### src/rtl/fg_pkg.sv
// fg_pkg: shared state encoding and default bitwidths for the function-generator sequencer
package fg_pkg;
  localparam int COUNTER_BW  = 32;
  localparam int WAVEFORM_BW = 16;
  localparam int PRESCALE_BW = 16;
  localparam int BURST_BW    = 16;
  typedef enum logic {IDLE = 1'b0, RUN = 1'b1} state_t;
endpackage

### src/rtl/fg_prescaler.sv
// fg_prescaler: free-running 0..max_i counter with a terminal-count strobe
// Ports: clk_i/rst_i clock and sync reset; clr_i holds the count at 0; en_i advances it;
//        max_i terminal value; strb_o high while enabled and count == max_i.
module fg_prescaler #(
  parameter int W = 16
) (
  input  logic         clk_i,
  input  logic         rst_i,
  input  logic         clr_i,
  input  logic         en_i,
  input  logic [W-1:0] max_i,
  output logic         strb_o
);
  logic [W-1:0] cnt_q, cnt_d;
  always_comb begin
    strb_o = en_i && cnt_q == max_i;
    cnt_d  = clr_i || strb_o ? '0 : en_i ? cnt_q + 1'b1 : cnt_q;
  end
  always_ff @(posedge clk_i) begin
    if (rst_i) cnt_q <= '0;
    else       cnt_q <= cnt_d;
  end
endmodule

### src/rtl/fg_sequencer.sv
// fg_sequencer: timebase, burst/stop control and double-buffered shape config for the waveform datapath
// Ports: clk_i/rst_i clock and sync reset; start_i/stop_i run control; prescale_i/burst_i latched at start;
//        cfg_* shadow write handshake; strb_data_valid_o + counterValue_o timebase to the generator;
//        counter_o/ON_counter_o/k_rise_o/k_fall_o/amplitude_o active shape; busy_o in RUN; done_o end-of-run pulse.
module fg_sequencer
  import fg_pkg::*;
#(
  parameter int COUNTER_BITWIDTH  = COUNTER_BW,
  parameter int WAVEFORM_BITWIDTH = WAVEFORM_BW,
  parameter int PRESCALE_BITWIDTH = PRESCALE_BW,
  parameter int BURST_BITWIDTH    = BURST_BW
) (
  input  logic                         clk_i,
  input  logic                         rst_i,
  input  logic                         start_i,
  input  logic                         stop_i,
  input  logic [PRESCALE_BITWIDTH-1:0] prescale_i,
  input  logic [BURST_BITWIDTH-1:0]    burst_i,
  input  logic                         cfg_valid_i,
  output logic                         cfg_ready_o,
  input  logic [COUNTER_BITWIDTH-1:0]  cfg_period_i,
  input  logic [COUNTER_BITWIDTH-1:0]  cfg_on_i,
  input  logic [WAVEFORM_BITWIDTH-1:0] cfg_k_rise_i,
  input  logic [WAVEFORM_BITWIDTH-1:0] cfg_k_fall_i,
  input  logic [WAVEFORM_BITWIDTH-1:0] cfg_amplitude_i,
  output logic                         strb_data_valid_o,
  output logic [COUNTER_BITWIDTH-1:0]  counterValue_o,
  output logic [COUNTER_BITWIDTH-1:0]  counter_o,
  output logic [COUNTER_BITWIDTH-1:0]  ON_counter_o,
  output logic [WAVEFORM_BITWIDTH-1:0] k_rise_o,
  output logic [WAVEFORM_BITWIDTH-1:0] k_fall_o,
  output logic [WAVEFORM_BITWIDTH-1:0] amplitude_o,
  output logic                         busy_o,
  output logic                         done_o
);
  localparam int CW = 2 * COUNTER_BITWIDTH + 3 * WAVEFORM_BITWIDTH;
  state_t                       state_q, state_d;
  logic [CW-1:0]                shadow_q, shadow_d, active_q, active_d;
  logic [COUNTER_BITWIDTH-1:0]  cnt_q, cnt_d;
  logic [PRESCALE_BITWIDTH-1:0] prescale_q, prescale_d;
  logic [BURST_BITWIDTH-1:0]    burst_q, burst_d, left_q, left_d;
  logic                         pending_q, pending_d, cfg_ready_q, stop_pend_q, stop_pend_d, done_q;
  logic                         strb, cfg_fire, period_end, start_go, last, commit;

  fg_prescaler #(.W(PRESCALE_BITWIDTH)) u_prescaler (
    .clk_i  (clk_i),
    .rst_i  (rst_i),
    .clr_i  (state_q == IDLE),
    .en_i   (state_q == RUN),
    .max_i  (prescale_q),
    .strb_o (strb)
  );

  assign {counter_o, ON_counter_o, k_rise_o, k_fall_o, amplitude_o} = active_q;
  assign strb_data_valid_o = strb;
  assign counterValue_o    = cnt_q;
  assign cfg_ready_o       = cfg_ready_q;
  assign busy_o            = state_q == RUN;
  assign done_o            = done_q;

  always_comb begin
    cfg_fire    = cfg_valid_i && cfg_ready_q;
    start_go    = state_q == IDLE && start_i && !stop_i;
    period_end  = strb && cnt_q == counter_o;
    // a stop raised in the very cycle of a period end still ends the run there
    last        = period_end && (stop_pend_q || stop_i || (burst_q != '0 && left_q == BURST_BITWIDTH'(1)));
    // IDLE commits on the cycle after the write, which also covers the start cycle
    commit      = pending_q && (state_q == IDLE || period_end);
    pending_d   = cfg_fire || (pending_q && !commit);
    shadow_d    = cfg_fire ? {cfg_period_i, cfg_on_i, cfg_k_rise_i, cfg_k_fall_i, cfg_amplitude_i} : shadow_q;
    active_d    = commit ? shadow_q : active_q;
    cnt_d       = period_end || state_q == IDLE ? '0 : strb ? cnt_q + 1'b1 : cnt_q;
    prescale_d  = start_go ? prescale_i : prescale_q;
    burst_d     = start_go ? burst_i : burst_q;
    left_d      = start_go ? burst_i : period_end && burst_q != '0 ? left_q - 1'b1 : left_q;
    stop_pend_d = state_q == RUN && !last && (stop_pend_q || stop_i);
    state_d     = start_go ? RUN : last ? IDLE : state_q;
  end

  always_ff @(posedge clk_i) begin
    if (rst_i) begin
      state_q     <= IDLE;
      shadow_q    <= '0;
      active_q    <= '0;
      cnt_q       <= '0;
      prescale_q  <= '0;
      burst_q     <= '0;
      left_q      <= '0;
      pending_q   <= 1'b0;
      cfg_ready_q <= 1'b1;
      stop_pend_q <= 1'b0;
      done_q      <= 1'b0;
    end else begin
      state_q     <= state_d;
      shadow_q    <= shadow_d;
      active_q    <= active_d;
      cnt_q       <= cnt_d;
      prescale_q  <= prescale_d;
      burst_q     <= burst_d;
      left_q      <= left_d;
      pending_q   <= pending_d;
      cfg_ready_q <= !pending_d;
      stop_pend_q <= stop_pend_d;
      done_q      <= last;
    end
  end
endmodule
### config.mk
export PLATFORM = sky130hd
export DESIGN_NAME = fg_sequencer
export DESIGN_NICKNAME = d
export VERILOG_FILES = /design/src/rtl/fg_pkg.sv /design/src/rtl/fg_prescaler.sv /design/src/rtl/fg_sequencer.sv
export SDC_FILE = /design/constraint.sdc
export NUM_CORES = 1
export LEC_CHECK = 0
export BUFFER_PORTS_ARGS = -buffer_cell sky130_fd_sc_hd__buf_4
export CAP_MARGIN = 5
export CELL_PAD_IN_SITES_DETAIL_PLACEMENT = 1
export CELL_PAD_IN_SITES_GLOBAL_PLACEMENT = 2
export CORE_MARGIN = 4
export CORE_UTILIZATION = 31
export DETAILED_ROUTE_END_ITERATION = 16
export PLACE_DENSITY = 0.86
export SYNTH_ARGS = -nofsm -noshare
export SYNTH_HDL_FRONTEND = slang
export SYNTH_HIERARCHICAL = 1
export SYNTH_SLANG_ARGS = --single-unit
### constraint.sdc
create_clock -name clk_i -period 3.6 [get_ports clk_i]
set_input_delay 0.18 -clock clk_i [delete_from_list [all_inputs] [get_ports clk_i]]
set_output_delay 0.18 -clock clk_i [all_outputs]
set_load 0.02 [all_outputs]
==> metrics.txt <==
# TYPE chip_impl_metric gauge
chip_impl_metric{name="number_of_setup_buffers_added_after_cts",unit=""} 0
chip_impl_metric{name="place_congestion",unit=""} 0.829
chip_impl_metric{name="swShare",unit="%"} 24.6
chip_impl_metric{name="internal_power_summed_over_all_cells",unit="W"} 0.00651
chip_impl_metric{name="synth.top_cell.area_share",unit="%"} 51.8
chip_impl_metric{name="post-layout-total-power",unit="W"} 0.00864
chip_impl_metric{name="post_drt_wl_per_cell",unit="µm"} 17.8
chip_impl_info{name="rsz0062_at_grt",value="no"} 1
chip_impl_metric{name="chipWidth",unit="µm"} 209
chip_impl_metric{name="io_pins",unit=""} 297
chip_impl_metric{name="mapped_avg_cell_area",unit="µm²"} 8.05
chip_impl_metric{name="syn_to_final_growth",unit="%"} 42.9
chip_impl_metric{name="global_route_met3_usage",unit="%"} 4.76
chip_impl_metric{name="grtUsageTotal",unit="%"} 19.6
chip_impl_metric{name="rows",unit=""} 73
chip_impl_metric{name="muxShareOfSynthArea",unit="%"} 0.658
chip_impl_metric{name="drt_pre_antenna_iters",unit=""} 4
chip_impl_metric{name="post_drt_via_cell_ratio",unit=""} 4.84
chip_impl_metric{name="syn_inst",unit=""} 1559
chip_impl_metric{name="clk_sink_count",unit=""} 325
chip_impl_metric{name="path_clk_slew",unit="ns"} 0.06
chip_impl_metric{name="cts.path.max_buffers",unit=""} 3
chip_impl_metric{name="p_sw",unit="W"} 0.00212
chip_impl_metric{name="yosysSeqAreaShare",unit="%"} 51.8
chip_impl_metric{name="detailed_place.area",unit="µm²"} 15200
chip_impl_metric{name="grt_max_degree",unit=""} 146
chip_impl_metric{name="maxCapViolCount",unit=""} 0
chip_impl_metric{name="htree_levels",unit=""} 2
chip_impl_metric{name="cp_max_fo",unit=""} 8
chip_impl_info{name="setup.worst_path.start_class",value="flip-flop"} 1
chip_impl_metric{name="synth_warnings",unit=""} 6
chip_impl_metric{name="grt_overflow",unit=""} 0
chip_impl_metric{name="pwr_density_cell",unit="nW/µm²"} 482
chip_impl_info{name="synth_top_family_by_area",value="simple AND/OR/NAND/NOR gates"} 1
chip_impl_metric{name="drt_iter0_markers",unit=""} 618
chip_impl_metric{name="final_net_count",unit=""} 2104
chip_impl_metric{name="clock_power_share",unit="%"} 45.4
chip_impl_metric{name="finalWirelength",unit="µm"} 44600
chip_impl_metric{name="crit_arrival",unit="ns"} 3.74
chip_impl_info{name="critical_path_class",value="flip-flop to flip-flop"} 1
chip_impl_metric{name="die-area",unit="µm²"} 43800
chip_impl_metric{name="fin_skew",unit="ns"} 0.0197
chip_impl_metric{name="yosys.area_share.xor_xnor",unit="%"} 6.91
chip_impl_metric{name="floorplan.die.height",unit="µm"} 209
chip_impl_metric{name="cts_inserted_buffers",unit=""} 40
chip_impl_metric{name="clock_latency",unit="ns"} 0.55
chip_impl_metric{name="maxClockFrequency",unit="GHz"} 0.306
chip_impl_metric{name="period_minus_slack",unit="ns"} 3.26
chip_impl_metric{name="groute.layer.met2.usage",unit="%"} 33.9
chip_impl_metric{name="ant_nets",unit=""} 0
chip_impl_info{name="tritoncts_clock_tree",value="done"} 1
chip_impl_metric{name="initial_core_util",unit="%"} 31.4
chip_impl_metric{name="setup_violations",unit=""} 0
chip_impl_metric{name="min_period_over_period",unit="%"} 90.6
chip_impl_metric{name="synthesis.area",unit="µm²"} 12600
chip_impl_info{name="final_common_cell",value="sky130_fd_sc_hd__nand2_1"} 1
chip_impl_metric{name="syn-num-nets",unit=""} 1712
chip_impl_metric{name="timing.slew.headroom",unit="%"} 30.4
chip_impl_metric{name="ir_drop",unit="mV"} 0.291
chip_impl_metric{name="share_seq_of_total_power",unit="%"} 44.3
chip_impl_metric{name="post_synth_and_or_nand_nor_area_fraction",unit="%"} 24.0
chip_impl_metric{name="async_flop_share",unit="%"} 0
chip_impl_info{name="worst_hold_path_type",value="primary input to flip-flop"} 1
chip_impl_metric{name="synth_compound_gate_area_share",unit="%"} 12.1
chip_impl_info{name="synth_top_cell_by_area",value="sky130_fd_sc_hd__dfxtp_1"} 1
chip_impl_metric{name="total_leakage_power",unit="nW"} 7.10
chip_impl_metric{name="vias",unit=""} 12100
chip_impl_metric{name="synth_seq_cells",unit=""} 325
chip_impl_metric{name="nFillCells",unit=""} 4651
chip_impl_metric{name="io_buffers",unit=""} 296
chip_impl_metric{name="post_route_cells_drive_above_1_share",unit="%"} 19.7
chip_impl_info{name="post_synth_main_area_contributors",value="sky130_fd_sc_hd__dfxtp_1, sky130_fd_sc_hd__nand2_1, sky130_fd_sc_hd__a21oi_1, sky130_fd_sc_hd__xor2_1, sky130_fd_sc_hd__xnor2_1"} 1
chip_impl_metric{name="tightest_slew",unit="ns"} 1.04
chip_impl_metric{name="grt_pass1_vias",unit=""} 12700
chip_impl_metric{name="core_area",unit="µm²"} 39900
chip_impl_metric{name="post_route_cell_area",unit="µm²"} 17900
chip_impl_info{name="global_route.peak_usage_layer",value="met2"} 1
chip_impl_metric{name="dp_hpwl",unit="µm"} 28600
chip_impl_metric{name="synth_cell_type_count",unit=""} 43
chip_impl_info{name="run_status",value="finished clean"} 1
chip_impl_info{name="main_flop_type_after_synthesis",value="sky130_fd_sc_hd__dfxtp_1"} 1
chip_impl_metric{name="globalRouteMet1Util",unit="%"} 24.0
chip_impl_metric{name="slew_viol_final",unit=""} 0
chip_impl_metric{name="antenna_violations_before_repair",unit=""} 3
chip_impl_metric{name="post_synthesis_adder_cell_area_fraction",unit="%"} 0.399
chip_impl_info{name="worstSetupEndpointType",value="flip-flop"} 1
chip_impl_metric{name="drt_drc_violations_left",unit=""} 0
chip_impl_info{name="ctsRootBufferMaster",value="sky130_fd_sc_hd__clkbuf_16"} 1
chip_impl_metric{name="wire_length_of_the_first_global_routing_pass",unit="µm"} 70300
chip_impl_metric{name="crit_required",unit="ns"} 4.08
chip_impl_info{name="most-common-layout-cells",value="sky130_fd_sc_hd__nand2_1, sky130_fd_sc_hd__dfxtp_1, sky130_fd_sc_hd__buf_4"} 1
chip_impl_metric{name="report.final.hold_viol_count",unit=""} 0
chip_impl_metric{name="timing.setup.tns",unit="ns"} 0
chip_impl_metric{name="comb_power_share",unit="%"} 10.3
chip_impl_metric{name="synth-edff-count",unit=""} 0
==> Yosys cell counts, drive strengths merged (4+ instances only) <==
| master | number |
|---|---|
| and3 | 14 |
| xnor2 | 39 |
| nand2 | 543 |
| xor2 | 60 |
| nor3 | 9 |
| mux2i | 6 |
| nand3 | 22 |
| nand4 | 24 |
| o21ai | 17 |
| or3 | 4 |
| a211oi | 6 |
| nor2 | 50 |
| clkbuf | 81 |
| dfxtp | 325 |
| buf | 25 |
| nor4 | 36 |
| ha | 4 |
| inv | 12 |
| a21oi | 261 |
==> registers in the layout, indices dropped and copies added, names as in the netlist <==
signal             cells
active_q             112
burst_q               16
busy_o                 1
cfg_ready_o            1
counterValue_o        32
done_o                 1
left_q                16
pending_q              1
prescale_q            16
shadow_q             112
stop_pend_q            1
u_prescaler/cnt_q     16
==> per-layer routing <==
layer	wire length, µm	vias up
li1	-	5918
met1	18800	5891
met2	22100	262
met3	2440	77
met4	1250	0
met5	0	-
==> logic make-up after synthesis <==
| kind of cell | Yosys count |
|---|---|
| and+or+nand+nor | 711 |
| DFF | 325 |
| AOI/OAI and AO/OA | 294 |
| buffers and inverters | 118 |
| xor gates and xnor gates | 99 |
| muxes | 8 |
| adders and majority gates | 4 |
==> path summary, 6_finish.rpt <==
| kind | startpoint | end | slack (ns) | cells after the start |
|---|---|---|---|---|
| worst min register to register | shadow_q[90]$_SDFFE_PP0P_ | active_q[90]$_SDFFE_PP0P_ | 0.44 | 2 |
| worst max-delay path | u_prescaler/cnt_q[6]$_SDFFE_PP0P_ | counterValue_o[15]$_SDFFE_PP0P_ | 0.34 | 10 |
| worst min-delay path | rst_i | done_o$_SDFF_PP0_ | 0.16 | 2 |
| worst max register to register | u_prescaler/cnt_q[6]$_SDFFE_PP0P_ | counterValue_o[15]$_SDFFE_PP0P_ | 0.34 | 10 |
==> worst max-delay path: stages, from the launching register on <==
cell	delay, ns
sky130_fd_sc_hd__dfxtp_1	0.45
sky130_fd_sc_hd__xnor2_1	0.16
sky130_fd_sc_hd__nand4_1	0.12
sky130_fd_sc_hd__nor4_1	0.33
sky130_fd_sc_hd__and3_1	0.42
sky130_fd_sc_hd__and3_1	0.25
sky130_fd_sc_hd__and3_1	0.24
sky130_fd_sc_hd__nand4_1	0.33
sky130_fd_sc_hd__or2_2	0.45
sky130_fd_sc_hd__or3_1	0.32
sky130_fd_sc_hd__a21oi_1	0.14
==> cell type report <==
class / instances / area [µm²] / share of cell area [%]
Multi-Input combinational cell: 1116 / 5570 / 31.1
Timing Repair Buffer: 456 / 3850 / 21.5
Clock inverter: 8 / 67.6 / 0.377
Clock buffer: 63 / 1220 / 6.80
Antenna cell: 4 / 10.0 / 0.0558
Tap cell: 525 / 657 / 3.66
Sequential cell: 325 / 6510 / 36.3
Inverter: 12 / 45.0 / 0.251
==> through the flow <==
| stage | util, % | hold WS [ns] | instances | setup WS [ns] |
|---|---|---|---|---|
| floorplan | - | 0.289 | 1559 | 0.706 |
| global placement | 38.0 | 0.408 | 2289 | 0.403 |
| detailed placement | 38.0 | 0.411 | 2289 | 0.317 |
| CTS | 44.9 | 0.139 | 2505 | 0.309 |
| global route | 44.9 | 0.190 | 2509 | 0.0327 |
| finish | 44.9 | 0.156 | 2509 | 0.337 |
==> timing repair <==
| item | in CTS | in global routing |
|---|---|---|
| hold buffers | 145 | 0 |
| endpoints found under the setup margin | 0 | 1 |
| endpoints found under the hold margin | 156 | 0 |
| resized for setup | 0 | 1 |
==> power by group through the flow <==
stage               Clock [W]  Sequential [W]  Combinational (W)
finish                0.00392         0.00383           0.000887
global route          0.00418         0.00384           0.000976
CTS                   0.00404         0.00382           0.000895
detailed placement          0         0.00390           0.000761
global placement            0         0.00389           0.000749
floorplan                   0         0.00391           0.000410
No activity file was read; power rests on OpenSTA's default activity.
